File: src/rtl/axi_bridge_pkg.sv
// Shared types and constants for the N-port SRAM-like to AXI3 bridge.
package axi_bridge_pkg;

  localparam int unsigned AXI_ID_W    = 4;
  localparam int unsigned WORD_ADDR_W = 30;

  localparam logic [1:0] AXI_BURST_INCR = 2'b01;
  localparam logic [7:0] AXI_LEN_SINGLE = 8'd0;

  typedef enum logic [2:0] {
    AXI_SIZE_BYTE = 3'd0,
    AXI_SIZE_HALF = 3'd1,
    AXI_SIZE_WORD = 3'd2
  } axi_size_t;

  // One in-flight write: owning port and the word it targets, for RAW blocking.
  typedef struct packed {
    logic                   valid;
    logic [AXI_ID_W-1:0]    id;
    logic [WORD_ADDR_W-1:0] word_addr;
  } wr_entry_t;

endpackage

File: src/rtl/axi_sram_bridge_if.sv
// AXI3 master-port bundle of the core; the master drives AR/AW/W and the R/B readies.
interface axi_sram_bridge_if;
  import axi_bridge_pkg::*;

  logic [AXI_ID_W-1:0] arid;
  logic [31:0]         araddr;
  logic [7:0]          arlen;
  axi_size_t           arsize;
  logic [1:0]          arburst;
  logic [1:0]          arlock;
  logic [3:0]          arcache;
  logic [2:0]          arprot;
  logic                arvalid;
  logic                arready;

  logic [AXI_ID_W-1:0] rid;
  logic [31:0]         rdata;
  logic [1:0]          rresp;
  logic                rlast;
  logic                rvalid;
  logic                rready;

  logic [AXI_ID_W-1:0] awid;
  logic [31:0]         awaddr;
  logic [7:0]          awlen;
  axi_size_t           awsize;
  logic [1:0]          awburst;
  logic [1:0]          awlock;
  logic [3:0]          awcache;
  logic [2:0]          awprot;
  logic                awvalid;
  logic                awready;

  logic [AXI_ID_W-1:0] wid;
  logic [31:0]         wdata;
  logic [3:0]          wstrb;
  logic                wlast;
  logic                wvalid;
  logic                wready;

  logic [AXI_ID_W-1:0] bid;
  logic [1:0]          bresp;
  logic                bvalid;
  logic                bready;

  modport master (
    output arid, araddr, arlen, arsize, arburst, arlock, arcache, arprot, arvalid,
    input  arready,
    input  rid, rdata, rresp, rlast, rvalid,
    output rready,
    output awid, awaddr, awlen, awsize, awburst, awlock, awcache, awprot, awvalid,
    input  awready,
    output wid, wdata, wstrb, wlast, wvalid,
    input  wready,
    input  bid, bresp, bvalid,
    output bready
  );

  modport slave (
    input  arid, araddr, arlen, arsize, arburst, arlock, arcache, arprot, arvalid,
    output arready,
    output rid, rdata, rresp, rlast, rvalid,
    input  rready,
    input  awid, awaddr, awlen, awsize, awburst, awlock, awcache, awprot, awvalid,
    output awready,
    input  wid, wdata, wstrb, wlast, wvalid,
    output wready,
    output bid, bresp, bvalid,
    input  bready
  );

endinterface

File: src/rtl/bridge_arbiter.sv
// Request arbiter for the bridge: fixed priority (lowest index) by default,
// round-robin when AXI_BRIDGE_RR_ARB_EN is defined.
module bridge_arbiter #(
  parameter  int unsigned N_PORTS = 2,
  localparam int unsigned PTR_W   = (N_PORTS > 1) ? $clog2(N_PORTS) : 1
) (
  input  logic               clk,
  input  logic               resetn,
  input  logic [N_PORTS-1:0] req,
  input  logic               accept,
  output logic [N_PORTS-1:0] grant,
  output logic [PTR_W-1:0]   grant_idx
);

  logic [PTR_W-1:0] start;
  logic             found;

`ifdef AXI_BRIDGE_RR_ARB_EN
  logic [PTR_W-1:0] ptr;

  assign start = ptr;

  // Pointer moves past the winner only when the winner was actually accepted.
  always_ff @(posedge clk or negedge resetn) begin
    if (!resetn) begin
      ptr <= '0;
    end else if (accept) begin
      ptr <= (32'(grant_idx) == N_PORTS - 1) ? '0 : grant_idx + PTR_W'(1);
    end
  end
`else
  logic unused_rr;

  assign start     = '0;
  assign unused_rr = ^{clk, resetn, accept};
`endif

  // First requester at or after the start index wins, whether or not it is eligible.
  always_comb begin
    grant     = '0;
    grant_idx = '0;
    found     = 1'b0;
    for (int unsigned i = 0; i < N_PORTS; i++) begin
      if (!found && req[PTR_W'((32'(start) + i) % N_PORTS)]) begin
        found     = 1'b1;
        grant_idx = PTR_W'((32'(start) + i) % N_PORTS);
      end
    end
    if (found) grant[grant_idx] = 1'b1;
  end

endmodule

File: src/rtl/axi_sram_bridge.sv
// N-port SRAM-like to AXI3 master bridge with per-port outstanding reads and a
// write-address table that blocks RAW hazards. AXI_BRIDGE_RR_ARB_EN selects round-robin.
module axi_sram_bridge
  import axi_bridge_pkg::*;
#(
  parameter int unsigned N_PORTS        = 2,
  parameter int unsigned RD_OUTSTANDING = 4,
  parameter int unsigned WR_DEPTH       = 2
) (
  input  logic                    clk,
  input  logic                    resetn,
  input  logic [N_PORTS-1:0]      req,
  input  logic [N_PORTS-1:0]      wr,
  input  logic [N_PORTS-1:0][1:0] size,
  input  logic [N_PORTS-1:0][3:0] wstrb,
  input  logic [N_PORTS-1:0][31:0] addr,
  input  logic [N_PORTS-1:0][31:0] wdata,
  output logic [N_PORTS-1:0]      addr_ok,
  output logic [N_PORTS-1:0]      data_ok,
  output logic [N_PORTS-1:0][31:0] rdata,
  axi_sram_bridge_if.master       axi
);

  localparam int unsigned PTR_W  = (N_PORTS > 1) ? $clog2(N_PORTS) : 1;
  localparam int unsigned RCNT_W = $clog2(RD_OUTSTANDING + 1);
  localparam int unsigned WCNT_W = $clog2(WR_DEPTH + 1);

  logic [N_PORTS-1:0] grant;
  logic [PTR_W-1:0]   grant_idx;
  logic               accept, rd_acc, wr_acc;
  logic               rd_ok, wr_ok, raw_hit;
  logic               sel_wr;
  logic [1:0]         sel_size;
  logic [3:0]         sel_wstrb;
  logic [31:0]        sel_addr, sel_wdata;

  logic                ar_valid, aw_valid, w_valid;
  logic [AXI_ID_W-1:0] ar_id, aw_id;
  logic [31:0]         ar_addr, aw_addr, w_data;
  axi_size_t           ar_size, aw_size;
  logic [3:0]          w_strb;

  logic [RCNT_W-1:0]  rd_cnt [N_PORTS];
  logic [N_PORTS-1:0] r_hit, cnt_nz;
  logic [WCNT_W-1:0]  wr_cnt;
  wr_entry_t          wr_tab  [WR_DEPTH];
  wr_entry_t          tab_nxt [WR_DEPTH];
  logic               b_hit;
  int unsigned        b_idx, app_idx;
  logic               rd_err, wr_err;
  logic               unused_resp;

  bridge_arbiter #(.N_PORTS(N_PORTS)) u_arb (
    .clk       (clk),
    .resetn    (resetn),
    .req       (req),
    .accept    (accept),
    .grant     (grant),
    .grant_idx (grant_idx)
  );

  assign sel_wr    = wr[grant_idx];
  assign sel_size  = size[grant_idx];
  assign sel_wstrb = wstrb[grant_idx];
  assign sel_addr  = addr[grant_idx];
  assign sel_wdata = wdata[grant_idx];

  // Registered table only: a write retiring this cycle still blocks a matching read.
  always_comb begin
    raw_hit = 1'b0;
    for (int unsigned k = 0; k < WR_DEPTH; k++) begin
      if (wr_tab[k].valid && wr_tab[k].word_addr == sel_addr[31:2]) raw_hit = 1'b1;
    end
  end

  assign rd_ok   = (!ar_valid || axi.arready) && (rd_cnt[grant_idx] < RCNT_W'(RD_OUTSTANDING))
                   && !raw_hit;
  assign wr_ok   = !aw_valid && !w_valid && (wr_cnt < WCNT_W'(WR_DEPTH));
  assign accept  = resetn && (|grant) && (sel_wr ? wr_ok : rd_ok);
  assign rd_acc  = accept && !sel_wr;
  assign wr_acc  = accept && sel_wr;
  assign addr_ok = accept ? grant : '0;

  // Responses steer straight back to the port named by the AXI ID.
  always_comb begin
    r_hit   = '0;
    cnt_nz  = '0;
    data_ok = '0;
    rdata   = '0;
    for (int unsigned p = 0; p < N_PORTS; p++) begin
      r_hit[p]   = axi.rvalid && (axi.rid == AXI_ID_W'(p));
      cnt_nz[p]  = (rd_cnt[p] != '0);
      data_ok[p] = r_hit[p] || (axi.bvalid && (axi.bid == AXI_ID_W'(p)));
      rdata[p]   = r_hit[p] ? axi.rdata : '0;
    end
  end

  // A response is retired against the oldest table entry of its ID; the table stays
  // packed oldest-first so per-ID order falls out of the global order.
  always_comb begin
    tab_nxt = wr_tab;
    b_hit   = 1'b0;
    b_idx   = 0;
    for (int unsigned k = 0; k < WR_DEPTH; k++) begin
      if (!b_hit && axi.bvalid && wr_tab[k].valid && (wr_tab[k].id == axi.bid)) begin
        b_hit = 1'b1;
        b_idx = k;
      end
    end
    if (b_hit) begin
      for (int unsigned k = 0; k + 1 < WR_DEPTH; k++) begin
        if (k >= b_idx) tab_nxt[k] = wr_tab[k + 1];
      end
      tab_nxt[WR_DEPTH - 1] = '0;
    end
    app_idx = 32'(wr_cnt) - (b_hit ? 32'd1 : 32'd0);
    if (wr_acc) begin
      for (int unsigned k = 0; k < WR_DEPTH; k++) begin
        if (k == app_idx) begin
          tab_nxt[k] = '{valid: 1'b1, id: AXI_ID_W'(grant_idx), word_addr: sel_addr[31:2]};
        end
      end
    end
  end

  always_ff @(posedge clk or negedge resetn) begin
    if (!resetn) begin
      ar_valid <= 1'b0;
      ar_id    <= '0;
      ar_addr  <= '0;
      ar_size  <= AXI_SIZE_BYTE;
    end else if (rd_acc) begin
      ar_valid <= 1'b1;
      ar_id    <= AXI_ID_W'(grant_idx);
      ar_addr  <= sel_addr;
      ar_size  <= axi_size_t'({1'b0, sel_size});
    end else if (axi.arready) begin
      ar_valid <= 1'b0;
    end
  end

  // AW and W load together but drop independently on their own handshakes.
  always_ff @(posedge clk or negedge resetn) begin
    if (!resetn) begin
      aw_valid <= 1'b0;
      w_valid  <= 1'b0;
      aw_id    <= '0;
      aw_addr  <= '0;
      aw_size  <= AXI_SIZE_BYTE;
      w_data   <= '0;
      w_strb   <= '0;
    end else if (wr_acc) begin
      aw_valid <= 1'b1;
      w_valid  <= 1'b1;
      aw_id    <= AXI_ID_W'(grant_idx);
      aw_addr  <= sel_addr;
      aw_size  <= axi_size_t'({1'b0, sel_size});
      w_data   <= sel_wdata;
      w_strb   <= sel_wstrb;
    end else begin
      if (axi.awready) aw_valid <= 1'b0;
      if (axi.wready)  w_valid  <= 1'b0;
    end
  end

  always_ff @(posedge clk or negedge resetn) begin
    if (!resetn) begin
      for (int unsigned p = 0; p < N_PORTS; p++) rd_cnt[p] <= '0;
      for (int unsigned k = 0; k < WR_DEPTH; k++) wr_tab[k] <= '0;
      wr_cnt <= '0;
    end else begin
      for (int unsigned p = 0; p < N_PORTS; p++) begin
        if (rd_acc && grant[p] && !(r_hit[p] && cnt_nz[p])) begin
          rd_cnt[p] <= rd_cnt[p] + RCNT_W'(1);
        end else if (!(rd_acc && grant[p]) && r_hit[p] && cnt_nz[p]) begin
          rd_cnt[p] <= rd_cnt[p] - RCNT_W'(1);
        end
      end
      wr_tab <= tab_nxt;
      if (wr_acc && !b_hit)      wr_cnt <= wr_cnt + WCNT_W'(1);
      else if (!wr_acc && b_hit) wr_cnt <= wr_cnt - WCNT_W'(1);
    end
  end

  assign rd_err = axi.rvalid && ((r_hit & cnt_nz) == '0);
  assign wr_err = axi.bvalid && !b_hit;

  rd_resp_has_outstanding: assert property (@(posedge clk) disable iff (!resetn) !rd_err);
  wr_resp_has_outstanding: assert property (@(posedge clk) disable iff (!resetn) !wr_err);

  assign axi.arid    = ar_id;
  assign axi.araddr  = ar_addr;
  assign axi.arlen   = AXI_LEN_SINGLE;
  assign axi.arsize  = ar_size;
  assign axi.arburst = AXI_BURST_INCR;
  assign axi.arlock  = '0;
  assign axi.arcache = '0;
  assign axi.arprot  = '0;
  assign axi.arvalid = ar_valid;
  assign axi.rready  = 1'b1;

  assign axi.awid    = aw_id;
  assign axi.awaddr  = aw_addr;
  assign axi.awlen   = AXI_LEN_SINGLE;
  assign axi.awsize  = aw_size;
  assign axi.awburst = AXI_BURST_INCR;
  assign axi.awlock  = '0;
  assign axi.awcache = '0;
  assign axi.awprot  = '0;
  assign axi.awvalid = aw_valid;

  assign axi.wid    = aw_id;
  assign axi.wdata  = w_data;
  assign axi.wstrb  = w_strb;
  assign axi.wlast  = 1'b1;
  assign axi.wvalid = w_valid;
  assign axi.bready = 1'b1;

  assign unused_resp = ^{axi.rresp, axi.rlast, axi.bresp};

endmodule

File: src/flat_wrapper.sv
// flat-port wrapper written by rule: the top's interface ports become plain ports
module axi_sram_bridge_flat import axi_bridge_pkg::*;
#(
  parameter int unsigned N_PORTS        = 2,
  parameter int unsigned RD_OUTSTANDING = 4,
  parameter int unsigned WR_DEPTH       = 2
)
  (clk, resetn, req, wr, size, wstrb, addr, wdata, addr_ok, data_ok, rdata, axi_arid, axi_araddr, axi_arlen, axi_arsize, axi_arburst, axi_arlock, axi_arcache, axi_arprot, axi_arvalid, axi_arready, axi_rid, axi_rdata, axi_rresp, axi_rlast, axi_rvalid, axi_rready, axi_awid, axi_awaddr, axi_awlen, axi_awsize, axi_awburst, axi_awlock, axi_awcache, axi_awprot, axi_awvalid, axi_awready, axi_wid, axi_wdata, axi_wstrb, axi_wlast, axi_wvalid, axi_wready, axi_bid, axi_bresp, axi_bvalid, axi_bready);
  axi_sram_bridge_if axi_i ();
  input  logic clk;
  input  logic resetn;
  input  logic [N_PORTS-1:0] req;
  input  logic [N_PORTS-1:0] wr;
  input  logic [N_PORTS-1:0][1:0] size;
  input  logic [N_PORTS-1:0][3:0] wstrb;
  input  logic [N_PORTS-1:0][31:0] addr;
  input  logic [N_PORTS-1:0][31:0] wdata;
  output logic [N_PORTS-1:0] addr_ok;
  output logic [N_PORTS-1:0] data_ok;
  output logic [N_PORTS-1:0][31:0] rdata;
  output wire logic [$bits(axi_i.arid)-1:0] axi_arid;
  output wire logic [$bits(axi_i.araddr)-1:0] axi_araddr;
  output wire logic [$bits(axi_i.arlen)-1:0] axi_arlen;
  output wire logic [$bits(axi_i.arsize)-1:0] axi_arsize;
  output wire logic [$bits(axi_i.arburst)-1:0] axi_arburst;
  output wire logic [$bits(axi_i.arlock)-1:0] axi_arlock;
  output wire logic [$bits(axi_i.arcache)-1:0] axi_arcache;
  output wire logic [$bits(axi_i.arprot)-1:0] axi_arprot;
  output wire logic [$bits(axi_i.arvalid)-1:0] axi_arvalid;
  input wire logic [$bits(axi_i.arready)-1:0] axi_arready;
  input wire logic [$bits(axi_i.rid)-1:0] axi_rid;
  input wire logic [$bits(axi_i.rdata)-1:0] axi_rdata;
  input wire logic [$bits(axi_i.rresp)-1:0] axi_rresp;
  input wire logic [$bits(axi_i.rlast)-1:0] axi_rlast;
  input wire logic [$bits(axi_i.rvalid)-1:0] axi_rvalid;
  output wire logic [$bits(axi_i.rready)-1:0] axi_rready;
  output wire logic [$bits(axi_i.awid)-1:0] axi_awid;
  output wire logic [$bits(axi_i.awaddr)-1:0] axi_awaddr;
  output wire logic [$bits(axi_i.awlen)-1:0] axi_awlen;
  output wire logic [$bits(axi_i.awsize)-1:0] axi_awsize;
  output wire logic [$bits(axi_i.awburst)-1:0] axi_awburst;
  output wire logic [$bits(axi_i.awlock)-1:0] axi_awlock;
  output wire logic [$bits(axi_i.awcache)-1:0] axi_awcache;
  output wire logic [$bits(axi_i.awprot)-1:0] axi_awprot;
  output wire logic [$bits(axi_i.awvalid)-1:0] axi_awvalid;
  input wire logic [$bits(axi_i.awready)-1:0] axi_awready;
  output wire logic [$bits(axi_i.wid)-1:0] axi_wid;
  output wire logic [$bits(axi_i.wdata)-1:0] axi_wdata;
  output wire logic [$bits(axi_i.wstrb)-1:0] axi_wstrb;
  output wire logic [$bits(axi_i.wlast)-1:0] axi_wlast;
  output wire logic [$bits(axi_i.wvalid)-1:0] axi_wvalid;
  input wire logic [$bits(axi_i.wready)-1:0] axi_wready;
  input wire logic [$bits(axi_i.bid)-1:0] axi_bid;
  input wire logic [$bits(axi_i.bresp)-1:0] axi_bresp;
  input wire logic [$bits(axi_i.bvalid)-1:0] axi_bvalid;
  output wire logic [$bits(axi_i.bready)-1:0] axi_bready;
  assign axi_arid = axi_i.arid;
  assign axi_araddr = axi_i.araddr;
  assign axi_arlen = axi_i.arlen;
  assign axi_arsize = axi_i.arsize;
  assign axi_arburst = axi_i.arburst;
  assign axi_arlock = axi_i.arlock;
  assign axi_arcache = axi_i.arcache;
  assign axi_arprot = axi_i.arprot;
  assign axi_arvalid = axi_i.arvalid;
  assign axi_i.arready = axi_arready;
  assign axi_i.rid = axi_rid;
  assign axi_i.rdata = axi_rdata;
  assign axi_i.rresp = axi_rresp;
  assign axi_i.rlast = axi_rlast;
  assign axi_i.rvalid = axi_rvalid;
  assign axi_rready = axi_i.rready;
  assign axi_awid = axi_i.awid;
  assign axi_awaddr = axi_i.awaddr;
  assign axi_awlen = axi_i.awlen;
  assign axi_awsize = axi_i.awsize;
  assign axi_awburst = axi_i.awburst;
  assign axi_awlock = axi_i.awlock;
  assign axi_awcache = axi_i.awcache;
  assign axi_awprot = axi_i.awprot;
  assign axi_awvalid = axi_i.awvalid;
  assign axi_i.awready = axi_awready;
  assign axi_wid = axi_i.wid;
  assign axi_wdata = axi_i.wdata;
  assign axi_wstrb = axi_i.wstrb;
  assign axi_wlast = axi_i.wlast;
  assign axi_wvalid = axi_i.wvalid;
  assign axi_i.wready = axi_wready;
  assign axi_i.bid = axi_bid;
  assign axi_i.bresp = axi_bresp;
  assign axi_i.bvalid = axi_bvalid;
  assign axi_bready = axi_i.bready;
  axi_sram_bridge #(.N_PORTS(N_PORTS), .RD_OUTSTANDING(RD_OUTSTANDING), .WR_DEPTH(WR_DEPTH)) u_core (.clk(clk), .resetn(resetn), .req(req), .wr(wr), .size(size), .wstrb(wstrb), .addr(addr), .wdata(wdata), .addr_ok(addr_ok), .data_ok(data_ok), .rdata(rdata), .axi(axi_i));
endmodule
File: config.mk
export PLATFORM = sky130hd
export DESIGN_NAME = axi_sram_bridge_flat
export DESIGN_NICKNAME = d
export VERILOG_FILES = /design/src/rtl/axi_bridge_pkg.sv /design/src/rtl/axi_sram_bridge_if.sv /design/src/rtl/bridge_arbiter.sv /design/src/rtl/axi_sram_bridge.sv /design/src/flat_wrapper.sv
export SDC_FILE = /design/constraint.sdc
export NUM_CORES = 1
export LEC_CHECK = 0
export BUFFER_PORTS_ARGS = -buffer_cell sky130_fd_sc_hd__buf_2
export CELL_PAD_IN_SITES_DETAIL_PLACEMENT = 0
export CELL_PAD_IN_SITES_GLOBAL_PLACEMENT = 1
export CORE_MARGIN = 2
export CORE_UTILIZATION = 30
export DETAILED_ROUTE_END_ITERATION = 7
export GPL_TIMING_DRIVEN = 0
export PLACE_DENSITY_LB_ADDON = 0.1
export SLEW_MARGIN = 20
export SYNTH_ARGS = -nofsm -noshare
export SYNTH_HDL_FRONTEND = slang
export SYNTH_SLANG_ARGS = --single-unit
File: constraint.sdc
create_clock -name clk -period 3.2 [get_ports clk]
set_input_delay 0.48 -clock clk [delete_from_list [all_inputs] [get_ports clk]]
set_output_delay 0.48 -clock clk [all_outputs]
set_load 0.1 [all_outputs]
# Word-level counts from Yosys, hierarchy flattened
# Index checks and enable logic that the tools add are counted.
# Widths: inputs -> output; s select.
dict set report totals {
  out_inout_bits 230
  input_bits 196
  regBits 187
}
dict set report classes {
  bitwise_logic 1
  magnitude_cmp 6
  eq_ne 7
  addsub 7
  n_reduce_logical 61
  mux 46
}
# op n
set ops {}
lappend ops {{$mux 32} 6}
lappend ops {{$mux 70} 2}
lappend ops {{$mux 35} 3}
lappend ops {{$eq 30x30->1} 2}
lappend ops {{$logic_and 1x1->1} 33}
lappend ops {{$eq 1x32->1 const A} 1}
lappend ops {{$logic_not 32->1} 1}
lappend ops {{$sub 2x32->32} 1}
lappend ops {{$mux 3} 7}
lappend ops {{$mux 1} 19}
lappend ops {{$logic_not 1->1} 13}
lappend ops {{$mux 2} 6}
lappend ops {{$reduce_bool 2->1} 6}
lappend ops {{$eq 4x1->1 const B} 2}
lappend ops {{$eq 4x4->1} 2}
lappend ops {{$logic_not 4->1} 2}
lappend ops {{$mux 4} 2}
lappend ops {{$add 3x1->3 const B} 2}
lappend ops {{$reduce_bool 3->1} 2}
lappend ops {{$sub 3x1->3 const B} 2}
lappend ops {{$logic_or 1x1->1} 3}
lappend ops {{$lt 3x3->1 const B} 1}
lappend ops {{$add 2x1->2 const B} 1}
lappend ops {{$ge 2x2->1 const B} 1}
lappend ops {{other kinds (8)} 8}

# Logic depth before layout (Yosys ltp)
dict set report logic_depth {
  depth_word 21
  depth_mapped 16
  depth_no_buf 12
}

# By module
# A second synthesis with hierarchy kept.
dict set report hier_totals {
  hier_cells 1001
  hier_area_um2 10074.7
}
# mod area_each_um2 instances cells_per_inst
set modules_own_cells {}
lappend modules_own_cells {axi_sram_bridge 10057.1 1 998}
lappend modules_own_cells {bridge_arbiter 17.5 1 3}

# Worst setup path before layout
# No wires, ideal clock.
dict set report synth_path {
  kind {flip-flop to output port}
  start {register u_core.w_valid (netlist: u_core.axi.wvalid)}
  end {output addr_ok[0]}
  arrival_time_ns 3.646
  stages_incl_launch_ff 9
  path_slack_ns -0.926
  t_required_ns 2.720
  path_cell_list {dfrtp_1 -> or3_1 -> nand2_1 -> a21oi_1 -> or3_1 -> inv_1 -> clkbuf_1 -> nor2_1 -> nor2b_1}
}
dict set report synth_between {
  elab_chain_cells 6
}
# item line_no
set synth_lines {}
lappend synth_lines {{start: declaration} axi_sram_bridge.sv:37} ;# logic ar_valid, aw_valid, w_valid;
lappend synth_lines {{start signal: assignment} axi_sram_bridge.sv:146} ;# w_valid <= 1'b0;
lappend synth_lines {{start signal: assignment} axi_sram_bridge.sv:154} ;# w_valid <= 1'b1;
lappend synth_lines {{start signal: assignment} axi_sram_bridge.sv:162} ;# if (axi.wready) w_valid <= 1'b0;
lappend synth_lines {{$logic_not 1->1} axi_sram_bridge.sv:78} ;# assign wr_ok = !aw_valid && !w_valid && (wr_cnt < WCNT_W'(WR_DEPTH));
lappend synth_lines {{$logic_and 1x1->1 (2 in series)} axi_sram_bridge.sv:78}
lappend synth_lines {{$mux 1} axi_sram_bridge.sv:79} ;# assign accept = resetn && (|grant) && (sel_wr ? wr_ok : rd_ok);
lappend synth_lines {{$logic_and 1x1->1} axi_sram_bridge.sv:79}
lappend synth_lines {{$mux 2} axi_sram_bridge.sv:82} ;# assign addr_ok = accept ? grant : '0;
lappend synth_lines {{end: declaration} flat_wrapper.sv:18} ;# output logic [N_PORTS-1:0] addr_ok;
# No other way between the ends.

# Worst setup path in the final report
dict set report layout_path {
  start {input req[1]}
  end {output addr_ok[1]}
}
dict set report layout_between {
  elab_chain_cells 13
  elab_cells_between_ends 32
}
# item line_no
set layout_lines {}
lappend layout_lines {{start: declaration} flat_wrapper.sv:12} ;# input logic [N_PORTS-1:0] req;
lappend layout_lines {{$logic_and 1x1->1 (*)} bridge_arbiter.sv:44} ;# if (!found && req[PTR_W'((32'(start) + i) % N_PORTS)]) begin
lappend layout_lines {{$mux 1} bridge_arbiter.sv:44}
lappend layout_lines {{$mux 32 (not written as such) (2 in series)} axi_sram_bridge.sv:65} ;# assign sel_addr = addr[grant_idx];
lappend layout_lines {{$eq 30x30->1} axi_sram_bridge.sv:72} ;# if (wr_tab[k].valid && wr_tab[k].word_addr == sel_addr[31:2]) raw_hit = 1'b1;
lappend layout_lines {{$logic_and 1x1->1} axi_sram_bridge.sv:72}
lappend layout_lines {{$mux 1 (2 in series)} axi_sram_bridge.sv:72}
lappend layout_lines {{$logic_not 1->1} axi_sram_bridge.sv:77} ;# && !raw_hit;
lappend layout_lines {{$logic_and 1x1->1} axi_sram_bridge.sv:77}
lappend layout_lines {{$mux 1} axi_sram_bridge.sv:79}
lappend layout_lines {{$logic_and 1x1->1} axi_sram_bridge.sv:79}
lappend layout_lines {{$mux 2 (*)} axi_sram_bridge.sv:82}
# Every way passes the cells marked *; elsewhere a longest branch is shown, timed or not. The select of a mux whose other input is x is not followed.

==> metrics.md <==
| Metric | Value |
|---|---|
| Pin count of the biggest net entering global routing | 78 |
| Initial antenna violation count | 5 |
| Routed wl met2 | 20200 um |
| Failing checks | setup timing |
| Main synth FF type | dfrtp_1 |
| Slew @ Worst Pin | 0.865 ns |
| CTS buffer count | 17 |
| Placed cell count | 2006 |
| Fin crit share | 113% |
| DR iter-0 viols | 661 |
| Cells after synthesis | 1138 |
| PortBufs | 368 |
| DRC viols | 0 |
| # fillers | 3518 |
| Register bit total from synthesis | 187 |
| DR top layer | met5 |
| Pwr dens | 961 mW/mm^2 |
| Post-detail-place hpwl | 31800 um |
| CTS max path bufs | 2 |
| Wire length per cell | 20.4 um |
| M1 WL | 18700 um |
| ANT nets after route | 0 |
| DR WL met3 | 2910 um |
| Crit Path Class | in2out |
| Worst-path fanout max | 5 |
| Fmax | 277 MHz |
| First-pass GRT wire length | 62900 um |
| Final setup margin | -0.408 ns |
| Total global routing overflow | 0 |
| Worst min path class | in2async |
| Die Span Y | 190 um |
| Area leader, netlist | dfrtp_1 |
| Maximum VDD drop | 0.450 mV |
| Fin. Hold Viols | 0 |
| Max-cap violations | 0 |
| Clock transition at path regs | 0.08 ns |
| Period minus WS final | 3.61 ns |
| Share of cells above drive strength 1 | 38.4% |
| Mapped cell area | 0.0103 sq mm |
| Syn_area_per_cell | 9.08 sq um |
| Most common cell after layout, fill and taps aside | buf_2 |
| Vias in the first global route | 10000 |
| Async SR Flop Fraction | 100% |
| FF/Latch Area | 0.00468 sq mm |
| Area share of the largest cell type after synthesis | 45.3% |
| Sequential area share after synthesis | 45.3% |
| Drt first pass iters | 5 |
| Hold WS | 0.00293 ns |
| EDFF count, synth | 0 |
| Slew Viols, Final | 0 |
| Nets | 1819 |
| Area Overhead vs Synth | 40.2% |
| Tot GR Track Use | 23.5% |
| Worst path required time | 2.72 ns |
| Drt total wl | 42400 um |
| Via density | 4.85 |
| Worst skew pair latency | 0.45 ns |
| Ranking of synthesized cells by area | dfrtp_1 (45%), nor2_1 (5.5%), a21oi_1 (4.7%) |
| Core box area | 0.0337 sq mm |
| Critical Path Source Type | input pin |
| H-tree Lvls | 4 |
| Clk_skew | 0.0148 ns |
| Routability Congestion | 0.907 |
| Die ar. | 0.0359 sq mm |
| Clock sinks | 187 |
| Initial Util | 30.6% |
| RSZ-0062 raised after global routing | true |
| CTS tree | done |
| Area of the multi-input gates | 0.00531 sq mm |
| Via count | 10100 |
| Crit path DAT | 3.13 ns |
| Status | finished with violations |
| Cell chosen for the clock root | clkbuf_16 |
| Leak | 7.03 nW |
| Die Wd | 190 um |
| Most frequent cells in the layout | buf_2 (368), dfrtp_1 (184), nor2_1 (149) |
| Ys Warns | 0 |
| Post-route insts no fill | 2080 |
| I/O pin count | 426 |
| Site Rows | 67 |
| Setup crit end kind | primary output |
| Synth unique cells | 65 |
| Slew headroom | 41.8% |
| Final setup violation count | 4 |
## worst max-delay path: stages
cell and delay [ns]:
buf_8 0.10, nor2b_4 0.12, buf_12 0.13, buf_16 0.13
buf_6 0.12, mux2i_4 0.17, a22o_1 0.23, a2111oi_4 0.30
nand4_1 0.17, or4_4 0.53, and2_4 0.18, nor2_4 0.19
nor2_4 0.06, buf_12 0.19
## flip-flops by register name (all words and copies together) (netlist names)
name                flops
u_core.axi.awsize       2
u_core.axi.wdata       32
u_core.axi.wvalid       1
u_core.axi.awvalid      1
u_core.axi.arid         1
u_core.axi.awid         1
u_core.rd_cnt           6
u_core.axi.araddr      32
u_core.axi.wstrb        4
u_core.axi.arvalid      1
u_core.axi.arsize       2
u_core.wr_cnt           2
u_core.wr_tab          70
u_core.axi.awaddr      32
## Yosys cell counts, drive strengths merged (5+ instances only)
library cell / n
dfrtp: 187
nor2: 151
nand2: 105
a21oi: 104
buf: 71
clkbuf: 55
xnor2: 43
o21ai: 42
inv: 41
a31oi: 40
nand3: 39
and3: 38
and2: 35
mux2i: 30
mux2: 29
xor2: 13
o22ai: 11
a221oi: 9
nand2b: 9
nor4: 9
a211oi: 8
nor3: 7
nand4: 5
nor2b: 5
## cell type report
cell class	instances	area share (%)
Antenna cell	1	0.0173
Buffer	123	5.49
Clock buffer	21	3.18
Clock inverter	11	0.769
Inverter	41	1.06
Multi-Input combinational cell	834	36.6
Sequential cell	187	32.3
Tap cell	448	3.87
Timing Repair Buffer	414	16.6
## report_power, final
part	switching, mW	total [mW]	internal, mW
Sequential	0.758	4.05	3.29
Clock	1.02	2.15	1.13
Combinational	5.98	7.72	1.75
## through the flow
| step | util [%] | area (sq um) | power [mW] | setup WS [ns] | TNS [ns] |
|---|---|---|---|---|---|
| after detailed placement | 38.8 | 13100 | 11.6 | -1.54 | -166.55 |
| after global placement | 38.6 | 13000 | 11.5 | -3.85 | -924.41 |
| after global routing | 43.0 | 14500 | 14.6 | -0.472 | -1.53 |
| final | 43.0 | 14500 | 13.9 | -0.408 | -1.20 |
| after floorplan | - | 10600 | 9.93 | -0.0964 | -0.278 |
| after CTS | 42.5 | 14300 | 13.9 | -0.502 | -1.45 |
## layer usage
layer	vias up	GRT usage, %
li1	4788	-
met1	4888	31.3
met2	360	38.8
met3	41	5.63
met4	8	5.69
met5	-	0
## timing repair
item / 4_1_cts / 5_1_grt
gates resized for setup: 78 / 47
hold buffers: 1 / 0
setup buffers: 34 / 9
endpoints found under the setup margin: 182 / 124
endpoints found under the hold margin: 42 / 0
pin swaps: 15 / 20
gates cloned: 0 / 0
## logic make-up after synthesis
family	synth area share [%]
AND/OR/NAND/NOR	18.2
AO/OA/AOI/OAI	15.2
flip-flops	45.3
buffers and inverters	8.70
multiplexers	7.03
XOR/XNOR	4.75
adder cells (fa/ha/maj)	0.751
other	0.0727
## final timing paths
| path | to | startpoint | slack [ns] | cells past startpoint |
|---|---|---|---|---|
| worst max-delay path | addr_ok[1] | req[1] | -0.41 | 14 |
| worst min-delay path | u_core.wr_tab[15]$_DFF_PN0_ | resetn | 0.003 | 2 |
| worst max register to register | u_core.rd_cnt[4]$_DFFE_PN0P_ | u_core.wr_tab[24]$_DFF_PN0_ | -0.21 | 14 |
| worst min register to register | u_core.axi.awaddr[0]$_DFFE_PN0P_ | u_core.axi.awaddr[0]$_DFFE_PN0P_ | 0.50 | 1 |
| max in group asynchronous | u_core.wr_tab[63]$_DFF_PN0_ | resetn | 2.76 | 2 |
| min in group clk | u_core.axi.awvalid$_DFFE_PN0P_ | axi_awready | 0.21 | 2 |
Note: power is estimated with default switching activity, not from simulation.
